--- src/rtl/ra_pq_param.sv ---
// ra_pq_param -- register-array priority queue with sorted storage.
//
// Entries live in a sorted array of DEPTH slots (slot 0 = head). Enqueue,
// dequeue and combined enqueue+dequeue (replace) each complete in one clock.
// Ordering is selectable (smallest or largest key first). Equal keys keep
// arrival order.
//
// Ports:
//   clk          clock
//   rst          synchronous active-high reset
//   enq          enqueue kvi this cycle
//   deq          dequeue the head this cycle
//   kvi          {key,val} to insert
//   kvo          {key,val} of the current head (registered, 0 when empty)
//   busy         not ready; high during reset and for one cycle after
//   full         count == DEPTH
//   empty        count == 0
//   almost_full  count >= AF_LEVEL
//   count        number of valid entries
//   ovf          one-cycle pulse: enqueue dropped because the queue was full
//   udf          one-cycle pulse: dequeue requested while the queue was empty
module ra_pq_param #(
   parameter int KEY_WIDTH = 8,
   parameter int VAL_WIDTH = 8,
   parameter int DEPTH     = 8,
   parameter int MIN_FIRST = 1,
   parameter int AF_LEVEL  = DEPTH - 1
) (
   input  logic                              clk,
   input  logic                              rst,
   input  logic                              enq,
   input  logic                              deq,
   input  logic [KEY_WIDTH+VAL_WIDTH-1:0]    kvi,
   output logic [KEY_WIDTH+VAL_WIDTH-1:0]    kvo,
   output logic                              busy,
   output logic                              full,
   output logic                              empty,
   output logic                              almost_full,
   output logic [$clog2(DEPTH+1)-1:0]        count,
   output logic                              ovf,
   output logic                              udf
);

   localparam int CW  = $clog2(DEPTH + 1);
   localparam int PW  = $clog2(DEPTH);
   localparam int KVW = KEY_WIDTH + VAL_WIDTH;

   typedef enum logic [2:0] {
      OP_IDLE,
      OP_ENQ,
      OP_DEQ,
      OP_REP,
      OP_OVF,
      OP_UDF
   } op_e;

   // Slot storage
   logic [KEY_WIDTH-1:0] key_q [DEPTH];
   logic [KEY_WIDTH-1:0] key_d [DEPTH];
   logic [VAL_WIDTH-1:0] val_q [DEPTH];
   logic [VAL_WIDTH-1:0] val_d [DEPTH];
   logic [DEPTH-1:0]     valid_q, valid_d;

   // Neighbour views: up = slot shifted one toward the tail, dn = toward the head
   logic [KEY_WIDTH-1:0] up_key [DEPTH];
   logic [VAL_WIDTH-1:0] up_val [DEPTH];
   logic [DEPTH-1:0]     up_valid;
   logic [KEY_WIDTH-1:0] dn_key [DEPTH];
   logic [VAL_WIDTH-1:0] dn_val [DEPTH];
   logic [DEPTH-1:0]     dn_valid;

   logic [CW-1:0]  count_q, count_d;
   logic [KVW-1:0] kvo_q, kvo_d;
   logic           busy_q;
   logic           full_q, full_d;
   logic           empty_q, empty_d;
   logic           af_q, af_d;
   logic           ovf_q, ovf_d;
   logic           udf_q, udf_d;

   logic [KEY_WIDTH-1:0] new_key;
   logic [VAL_WIDTH-1:0] new_val;
   logic [DEPTH-1:0]     hit;
   logic [PW-1:0]        pos_enq, pos_rep;
   logic                 empty_now, full_now;
   op_e                  op;

   assign new_key   = kvi[KVW-1:VAL_WIDTH];
   assign new_val   = kvi[VAL_WIDTH-1:0];
   assign empty_now = (count_q == '0);
   assign full_now  = (count_q == CW'(DEPTH));

   genvar gi;
   generate
      for (gi = 0; gi < DEPTH; gi++) begin : g_slot
         // Strictly-better test keeps ties FIFO: a new equal key lands behind
         // every stored equal key.
         if (MIN_FIRST != 0) begin : g_min
            assign hit[gi] = valid_q[gi] && (new_key < key_q[gi]);
         end else begin : g_max
            assign hit[gi] = valid_q[gi] && (new_key > key_q[gi]);
         end

         if (gi == 0) begin : g_up_head
            assign up_key[gi]   = '0;
            assign up_val[gi]   = '0;
            assign up_valid[gi] = 1'b0;
         end else begin : g_up
            assign up_key[gi]   = key_q[gi-1];
            assign up_val[gi]   = val_q[gi-1];
            assign up_valid[gi] = valid_q[gi-1];
         end

         if (gi == DEPTH - 1) begin : g_dn_tail
            assign dn_key[gi]   = '0;
            assign dn_val[gi]   = '0;
            assign dn_valid[gi] = 1'b0;
         end else begin : g_dn
            assign dn_key[gi]   = key_q[gi+1];
            assign dn_val[gi]   = val_q[gi+1];
            assign dn_valid[gi] = valid_q[gi+1];
         end
      end
   endgenerate

   // Request decode; enq+deq on an empty queue degenerates to a plain enqueue.
   always_comb begin
      op = OP_IDLE;
      if (!busy_q) begin
         if (enq && (!deq || empty_now)) begin
            op = full_now ? OP_OVF : OP_ENQ;
         end else if (enq && deq) begin
            op = OP_REP;
         end else if (deq) begin
            op = empty_now ? OP_UDF : OP_DEQ;
         end
      end
   end

   // Insert positions. For a plain enqueue: first hit, else first free slot.
   // For replace: search slots 1.. only, and the position is expressed after
   // the head has been removed (hence i-1, and count-1 as the free slot).
   always_comb begin
      pos_enq = PW'(count_q);
      for (int i = DEPTH - 1; i >= 0; i--) begin
         if (hit[i]) pos_enq = PW'(i);
      end
      pos_rep = PW'(count_q - CW'(1));
      for (int i = DEPTH - 1; i >= 1; i--) begin
         if (hit[i]) pos_rep = PW'(i - 1);
      end
   end

   always_comb begin
      for (int j = 0; j < DEPTH; j++) begin
         key_d[j]   = key_q[j];
         val_d[j]   = val_q[j];
         valid_d[j] = valid_q[j];
         case (op)
            OP_ENQ: begin
               if (PW'(j) == pos_enq) begin
                  key_d[j]   = new_key;
                  val_d[j]   = new_val;
                  valid_d[j] = 1'b1;
               end else if (PW'(j) > pos_enq) begin
                  key_d[j]   = up_key[j];
                  val_d[j]   = up_val[j];
                  valid_d[j] = up_valid[j];
               end
            end
            OP_DEQ: begin
               key_d[j]   = dn_key[j];
               val_d[j]   = dn_val[j];
               valid_d[j] = dn_valid[j];
            end
            OP_REP: begin
               if (PW'(j) < pos_rep) begin
                  key_d[j]   = dn_key[j];
                  val_d[j]   = dn_val[j];
                  valid_d[j] = dn_valid[j];
               end else if (PW'(j) == pos_rep) begin
                  key_d[j]   = new_key;
                  val_d[j]   = new_val;
                  valid_d[j] = 1'b1;
               end
            end
            default: ;
         endcase
      end
   end

   always_comb begin
      count_d = count_q;
      if (op == OP_ENQ) count_d = count_q + CW'(1);
      if (op == OP_DEQ) count_d = count_q - CW'(1);
      ovf_d   = (op == OP_OVF);
      udf_d   = (op == OP_UDF);
      empty_d = (count_d == '0);
      full_d  = (count_d == CW'(DEPTH));
      af_d    = (int'(count_d) >= AF_LEVEL);
      kvo_d   = valid_d[0] ? {key_d[0], val_d[0]} : '0;
   end

   always_ff @(posedge clk) begin
      if (rst) begin
         busy_q  <= 1'b1;
         valid_q <= '0;
         count_q <= '0;
         kvo_q   <= '0;
         empty_q <= 1'b1;
         full_q  <= 1'b0;
         af_q    <= (AF_LEVEL == 0);
         ovf_q   <= 1'b0;
         udf_q   <= 1'b0;
      end else begin
         busy_q  <= 1'b0;
         valid_q <= valid_d;
         count_q <= count_d;
         kvo_q   <= kvo_d;
         empty_q <= empty_d;
         full_q  <= full_d;
         af_q    <= af_d;
         ovf_q   <= ovf_d;
         udf_q   <= udf_d;
      end
   end

   // Payload needs no reset; only valid bits define occupancy.
   always_ff @(posedge clk) begin
      if (!rst) begin
         for (int j = 0; j < DEPTH; j++) begin
            key_q[j] <= key_d[j];
            val_q[j] <= val_d[j];
         end
      end
   end

   assign kvo         = kvo_q;
   assign busy        = busy_q;
   assign full        = full_q;
   assign empty       = empty_q;
   assign almost_full = af_q;
   assign count       = count_q;
   assign ovf         = ovf_q;
   assign udf         = udf_q;

endmodule

--- config.mk ---
export PLATFORM = sky130hd
export DESIGN_NAME = ra_pq_param
export DESIGN_NICKNAME = d
export VERILOG_FILES = /design/src/rtl/ra_pq_param.sv
export SDC_FILE = /design/constraint.sdc
export NUM_CORES = 1
export LEC_CHECK = 0
export ABC_AREA = 1
export BUFFER_PORTS_ARGS = -buffer_cell sky130_fd_sc_hd__clkbuf_2
export CORE_MARGIN = 2
export CORE_UTILIZATION = 40
export DETAILED_ROUTE_END_ITERATION = 8
export GPL_TIMING_DRIVEN = 0
export PLACE_DENSITY = 0.65
export SKIP_CTS_REPAIR_TIMING = 1
export SLEW_MARGIN = 20
export SYNTH_ARGS = -nofsm -noshare
export SYNTH_HDL_FRONTEND = slang
export SYNTH_SLANG_ARGS = --single-unit
--- constraint.sdc ---
create_clock -name clk -period 3.8 [get_ports clk]
set_input_delay 0.38 -clock clk [delete_from_list [all_inputs] [get_ports clk]]
set_output_delay 0.38 -clock clk [all_outputs]
set_load 0.05 [all_outputs]
==> metrics.txt, run 1 <==
WHS Endpoint=busy; RSZ-0062 raised after global routing=false; max-slew violations=0; non-filler cells, final=1964; critical-path maximum fanout=10; Root Buffer=clkbuf_16; relative slew slack=0.4030; critical path arrival=3820 ps; CTS Buf Count=17; placed wire-length estimate=30450 um; Min-Delay Path Class=in2reg; PortBufs=37; CP peak stage delay=520 ps; worst hold start=rst; Ys Warns=0; internal power=3.952 mW; clk_lat worst skew=450 ps; DR WL/cell=20.20 um; Power Total=7.056 mW; area post-placement=11980 um2; vias=11.31k; CTS sink cnt=162; Clk pin slew, worst setup/hold paths=70 ps; Die W=171.8 um; site row count=61; CTS max path bufs=2; Layout Nets=1651; n_diodes=0; number of placed instances, taps included=1932; final setup fails=0; maximum VDD drop=0.0002754 V; global route overflow=0; clock power share=0.241; Logic pwr share=0.421; DIE AREA=29510 um2; Post-Layout Inst Area=12550 um2; syn_nets=1592; CP cell instances=inv_1, ha_1, nand2_1, nor2_1, nor3_4, inv_2, nor2_1, clkbuf_1, nand2_1, nand2_1, buf_2, nand2_1, nand3_1; ys flop type=edfxtp_1; Layout fillers=2837; hold depth=1; Leakage=5.471 nW; initial antenna violation count=0; share of power burned in registers=0.338; TritonCTS clock tree=built; reg2reg start=count[0]; R2R setup slack=300 ps; R2R Path End=val_q[1][16]; crit end category=register; status=complete, no violations; Post-synth ARST share=0; number of global-route vias before repair=10.50k; area growth from synthesis to layout=11.45%; sw frac=0.4399; DRC=0; period utilization=0.9213; largest net degree at the start of global routing=26; DR iter-0 viols=1358; total track usage=0.2711; crit path kind=reg2reg; register bit total from synthesis=162; Worst Max-Slew Pin Slew=895.5 ps; Post-synth EDFFs=128; number of vias per cell=5.760; # IOs=46; min Tclk post-route=3501 ps; fraction of layout instances using a drive strength above 1=0.1003; final WL=39680 um; Die Span Y=171.8 um; Max Freq=0.2856 GHz; number of routed nets with antenna violations=0; sequential element share of the synthesized area=0.4017; Clock Skews=10.51 ps; GPL Wtd Cong=0.9148; area of the mapped netlist=11260 um2; CP required=4110 ps; router iterations before antenna repair=6; power per cell area=562.2 nW/um2; FF-to-FF path depth=13; Slowest cell on crit path=clkbuf_1; htree depth=4; Worst Setup Start Kind=register; Core Region=27780 um2; synthesized area per cell=7.439 um2; Starting Density=0.4054; Critical Path Most Common Cell=nand2_1; global-route wire length before repair=59950 um; NetSw=3.104 mW; max cap viols=0; final hold violations=0; Syn Inst Count=1514; Netlist cell types=41
==> synth_stat cells (3+ instances only) <==
cell / n / area share
clkbuf_1: 39 / 0.013
a32oi_1: 5 / 0.0039
o21ai_0: 138 / 0.061
nand3_1: 100 / 0.044
ha_1: 58 / 0.064
dfxtp_1: 34 / 0.060
nor3_1: 3 / 0.0013
o211ai_1: 55 / 0.037
nand2_1: 367 / 0.12
buf_2: 34 / 0.015
edfxtp_1: 128 / 0.34
buf_6: 3 / 0.0030
nand3_2: 3 / 0.0027
buf_1: 13 / 0.0043
nand2_2: 11 / 0.0061
a21boi_1: 3 / 0.0020
o21ai_1: 55 / 0.024
a21oi_1: 124 / 0.055
nor2_1: 109 / 0.036
inv_1: 155 / 0.052
inv_2: 16 / 0.0053
a22oi_1: 27 / 0.018
o21a_1: 6 / 0.0040
xor2_1: 3 / 0.0023
==> stage by stage <==
step	TNS (ps)	setup slack, ps	util	hold slack [ps]
after CTS	0	212.1	0.4511	173.1
after floorplan	0	457.6	-	407.7
after global routing	0	65.76	0.4518	186.7
after detailed placement	0	7.166	0.4313	492.4
final	0	299.1	0.4518	167.5
after global placement	-35820	-507.0	0.4291	485.2
==> cell usage in the layout, fill, tap and decap left out, drive strengths merged, types with 58 or more instances in the layout <==
master / instances
nand2: 380
o21ai: 195
inv: 178
edfxtp: 128
a21oi: 125
nor2: 113
nand3: 103
clkbuf: 94
ha: 58
==> how the worst max path moves through the flow <==
| stage | start | to | slack (ps) |
|---|---|---|---|
| after CTS | key_q[1][17] | key_q[0][18] | 210 |
| final | count[0] | val_q[1][16] | 300 |
| after floorplan | count[0] | key_q[1][10] | 460 |
| after detailed placement | kvi[9] | val_q[0][19] | 7 |
| after global routing | key_q[1][17] | key_q[0][18] | 70 |
| after global placement | kvi[9] | val_q[1][28] | -510 |
==> power groups by stage <==
| stage | sequential [mW] | clock [mW] | combinational [mW] |
|---|---|---|---|
| final | 2.38 | 1.70 | 2.97 |
| after global routing | 2.40 | 1.75 | 3.24 |
| after CTS | 2.38 | 1.70 | 2.88 |
| after detailed placement | 2.42 | 0 | 2.87 |
| after global placement | 2.42 | 0 | 2.78 |
| after floorplan | 2.48 | 0 | 1.93 |
==> area by class of cell <==
class	count	area [um2]	area share
clock inverter	15	123.9	0.009868
tap	378	473.0	0.03768
inverter	171	641.9	0.05114
buffer	92	419.2	0.03339
sequential	162	4524	0.3604
timing repair buffer	40	226.5	0.01804
multi-input combinational	1089	5718	0.4555
clock buffer	17	425.4	0.03389
==> flip-flops by register name, summed over array words and instances, names as in the netlist <==
signal,count
kvo,16
empty,1
ovf,1
valid_q,8
val_q,64
count,4
busy,1
udf,1
almost_full,1
full,1
key_q,64
==> worst max-delay path: cells and delay by family (launching register included) <==
family | cells | cell delay (ps)
adders and majority gates | 1 | 250
DFF | 1 | 370
buffers and inverters | 4 | 1210
and+or+nand+nor | 8 | 1520
==> logic make-up (layout without fill, tap and decap cells) <==
logic type,count (synthesis),in the layout,synth area share
buffers and inverters,263,335,0.09421
DFF,162,162,0.4017
adders and majority gates,58,58,0.06444
AOI/OAI and AO/OA,424,424,0.2148
and+or+nand+nor,603,603,0.2218
xor gates and xnor gates,4,4,0.003111
==> per-layer routing <==
layer,track usage,vias to the layer above,share of wire
met5,0,-,0
met4,0.1005,0,0.033
met3,0.05476,97,0.097
met2,0.4233,629,0.44
met1,0.3717,5314,0.43
li1,-,5272,-
No activity file was read; power rests on OpenSTA's default activity.
==> run 2, diff against run 1 <==
--- a/config.mk
+++ b/config.mk
@@ -8,10 +8,10 @@
 export ABC_AREA = 1
 export BUFFER_PORTS_ARGS = -buffer_cell sky130_fd_sc_hd__clkbuf_2
 export CORE_MARGIN = 2
-export CORE_UTILIZATION = 40
+export CORE_UTILIZATION = 30
 export DETAILED_ROUTE_END_ITERATION = 8
 export GPL_TIMING_DRIVEN = 0
-export PLACE_DENSITY = 0.65
+export PLACE_DENSITY = 0.54
 export SKIP_CTS_REPAIR_TIMING = 1
 export SLEW_MARGIN = 20
 export SYNTH_ARGS = -nofsm -noshare
==> constraint.sdc (replaced) <==
create_clock -name clk -period 3.8 [get_ports clk]
set_input_delay 0.19 -clock clk [delete_from_list [all_inputs] [get_ports clk]]
set_output_delay 0.19 -clock clk [all_outputs]
set_load 0.05 [all_outputs]
==> run 2 against run 1 <==
The run now ends with hold timing left. Critical path type unchanged. Critical endpoint is now key_q[0][31]. Non-clock buffer count is the same. Highest routed layer unchanged. Utilization down 11 points. Fmax fell by 0.76%. Clock skew up 6.7 ps. Setup slack worse by 27 ps. Largest power group unchanged. Register-to-register slack lost 30 ps. Clock-buffer cell count increased by 1.
==> metrics.txt, run 2 (synthesis gave the netlist of run 1 again) <==
status=complete, but fails checks (was complete, no violations); failing checks=hold timing; reg2reg start=count[0] (unchanged); relative slew slack=0.4057 (was 0.4030); R2R setup slack=270 ps (was 300 ps); Core Util, Final=0.3455 (was 0.4518); TritonCTS clock tree=built (unchanged); Placement Setup Slack=159.2 ps (was 7.166 ps); critical-path maximum fanout=10 (unchanged); commonest cells after routing, fill and taps aside=nand2_1, inv_1, o21ai_0 (unchanged); area post-placement=12090 um2 (was 11980 um2); DR WL/cell=20.34 um (was 20.20 um); commonest non-fill, non-tap cell in the layout=nand2_1 (unchanged); non-filler cells, final=2055 (was 1964); final WL=41800 um (was 39680 um); DRC=0 (unchanged); maximum VDD drop=0.0003124 V (was 0.0002754 V); number of global-route vias before repair=10.73k (was 10.50k); RSZ-0062 raised after global routing=false (unchanged); Die Span Y=197.8 um (was 171.8 um); number of vias per cell=5.454 (was 5.760); # IOs=46 (unchanged); CTS max path bufs=2 (unchanged); Core Region=36790 um2 (was 27780 um2); CP required=4070 ps (was 4110 ps); Leakage=5.490 nW (was 5.471 nW); crit path kind=reg2reg (unchanged); GPL Wtd Cong=0.9143 (was 0.9148); final hold violations=1 (was 0); global route overflow=0 (unchanged); number of routed nets with antenna violations=0 (unchanged); max-slew violations=0 (unchanged); Root Buffer=clkbuf_16 (unchanged); Worst Max-Slew Pin Slew=891.4 ps (was 895.5 ps); max cap viols=0 (unchanged); router iterations before antenna repair=8 (was 6); hold depth=1 (unchanged); DR iter-0 viols=1208 (was 1358); Clock Skews=17.17 ps (was 10.51 ps); vias=11.21k (was 11.31k); area growth from synthesis to layout=12.85% (was 11.45%); final setup fails=0 (unchanged); Min-Delay Path Class=in2reg (unchanged); initial antenna violation count=0 (unchanged); htree depth=4 (unchanged); clk_lat worst skew=450 ps (about the same); Die W=197.8 um (was 171.8 um); site row count=70 (was 61); Max Freq=0.2835 GHz (was 0.2856 GHz); min Tclk post-route=3528 ps (was 3501 ps); final worst slack=272.5 ps (was 299.1 ps); FF-to-FF path depth=13 (unchanged); Power Total=7.208 mW (was 7.056 mW); crit end category=register (unchanged); fraction of layout instances using a drive strength above 1=0.1009 (was 0.1003); DIE AREA=39110 um2 (was 29510 um2); CTS Buf Count=17 (unchanged); Layout Nets=1651 (unchanged); PortBufs=37 (unchanged); final setup TNS=0 ps (unchanged); number of placed instances, taps included=2022 (was 1932); period utilization=0.9283 (was 0.9213); largest net degree at the start of global routing=26 (unchanged); total track usage=0.2155 (was 0.2711); Clk pin slew, worst setup/hold paths=70 ps (about the same); CTS sink cnt=162 (unchanged); WHS Endpoint=busy (unchanged); placed wire-length estimate=32390 um (was 30450 um); Worst Setup Start Kind=register (unchanged); R2R Path End=key_q[0][31] (was val_q[1][16]); worst hold slack=-6.623 ps (was 167.5 ps); worst hold start=rst (unchanged); Starting Density=0.3062 (was 0.4054); critical path arrival=3790 ps (was 3820 ps); Post-Layout Inst Area=12710 um2 (was 12550 um2); global-route wire length before repair=63490 um (was 59950 um); power per cell area=567.1 nW/um2 (was 562.2 nW/um2)
## run 2: per-layer routing
layer  vias to the layer above  track usage  wire length, um
met1                      5390       0.2992            18920
met3                        61      0.03611             3080
li1                       5276            -                -
met2                       481       0.3505            19140
met4                         0      0.04929              669
met5                         -            0                0
## run 2: worst max path at each step
stage                    to         start  slack [ps]  cells past startpoint
6_report       key_q[0][31]      count[0]         270                     13
4_1_cts         val_q[1][1]      count[0]         170                     13
2_1_floorplan  key_q[1][10]      count[0]         460                     16
3_5_place_dp   val_q[0][17]       kvi[13]         160                     17
5_1_grt        val_q[1][28]  key_q[1][17]          40                     19
3_3_place_gp   val_q[1][28]        kvi[9]        -370                     18
## run 2: power breakdown
part	total, mW	switching (mW)	internal, mW
registers	2.39	0.121	2.27
clock network	1.84	0.848	0.992
logic	2.98	2.15	0.831
## run 2: cell type report
cell class | count | area (um2)
Antenna cell | 1 | 2.502
Buffer | 92 | 420.4
Clock buffer | 18 | 429.2
Clock inverter | 14 | 165.2
Fill cell | 3940 | 24080
Inverter | 171 | 641.9
Multi-Input combinational cell | 1089 | 5718
Sequential cell | 162 | 4524
Tap cell | 468 | 585.6
Timing Repair Buffer | 40 | 222.7
## run 2: worst max-delay path: stages (launching register included)
cell and delay (ps):
dfxtp_1 380, inv_1 120, ha_1 260, nand2_1 80
nor2_1 60, nor3_4 250, inv_2 190, nor2_1 330
inv_1 250, buf_2 290, nor2_1 510, buf_2 360
a22oi_1 140, o21ai_0 130
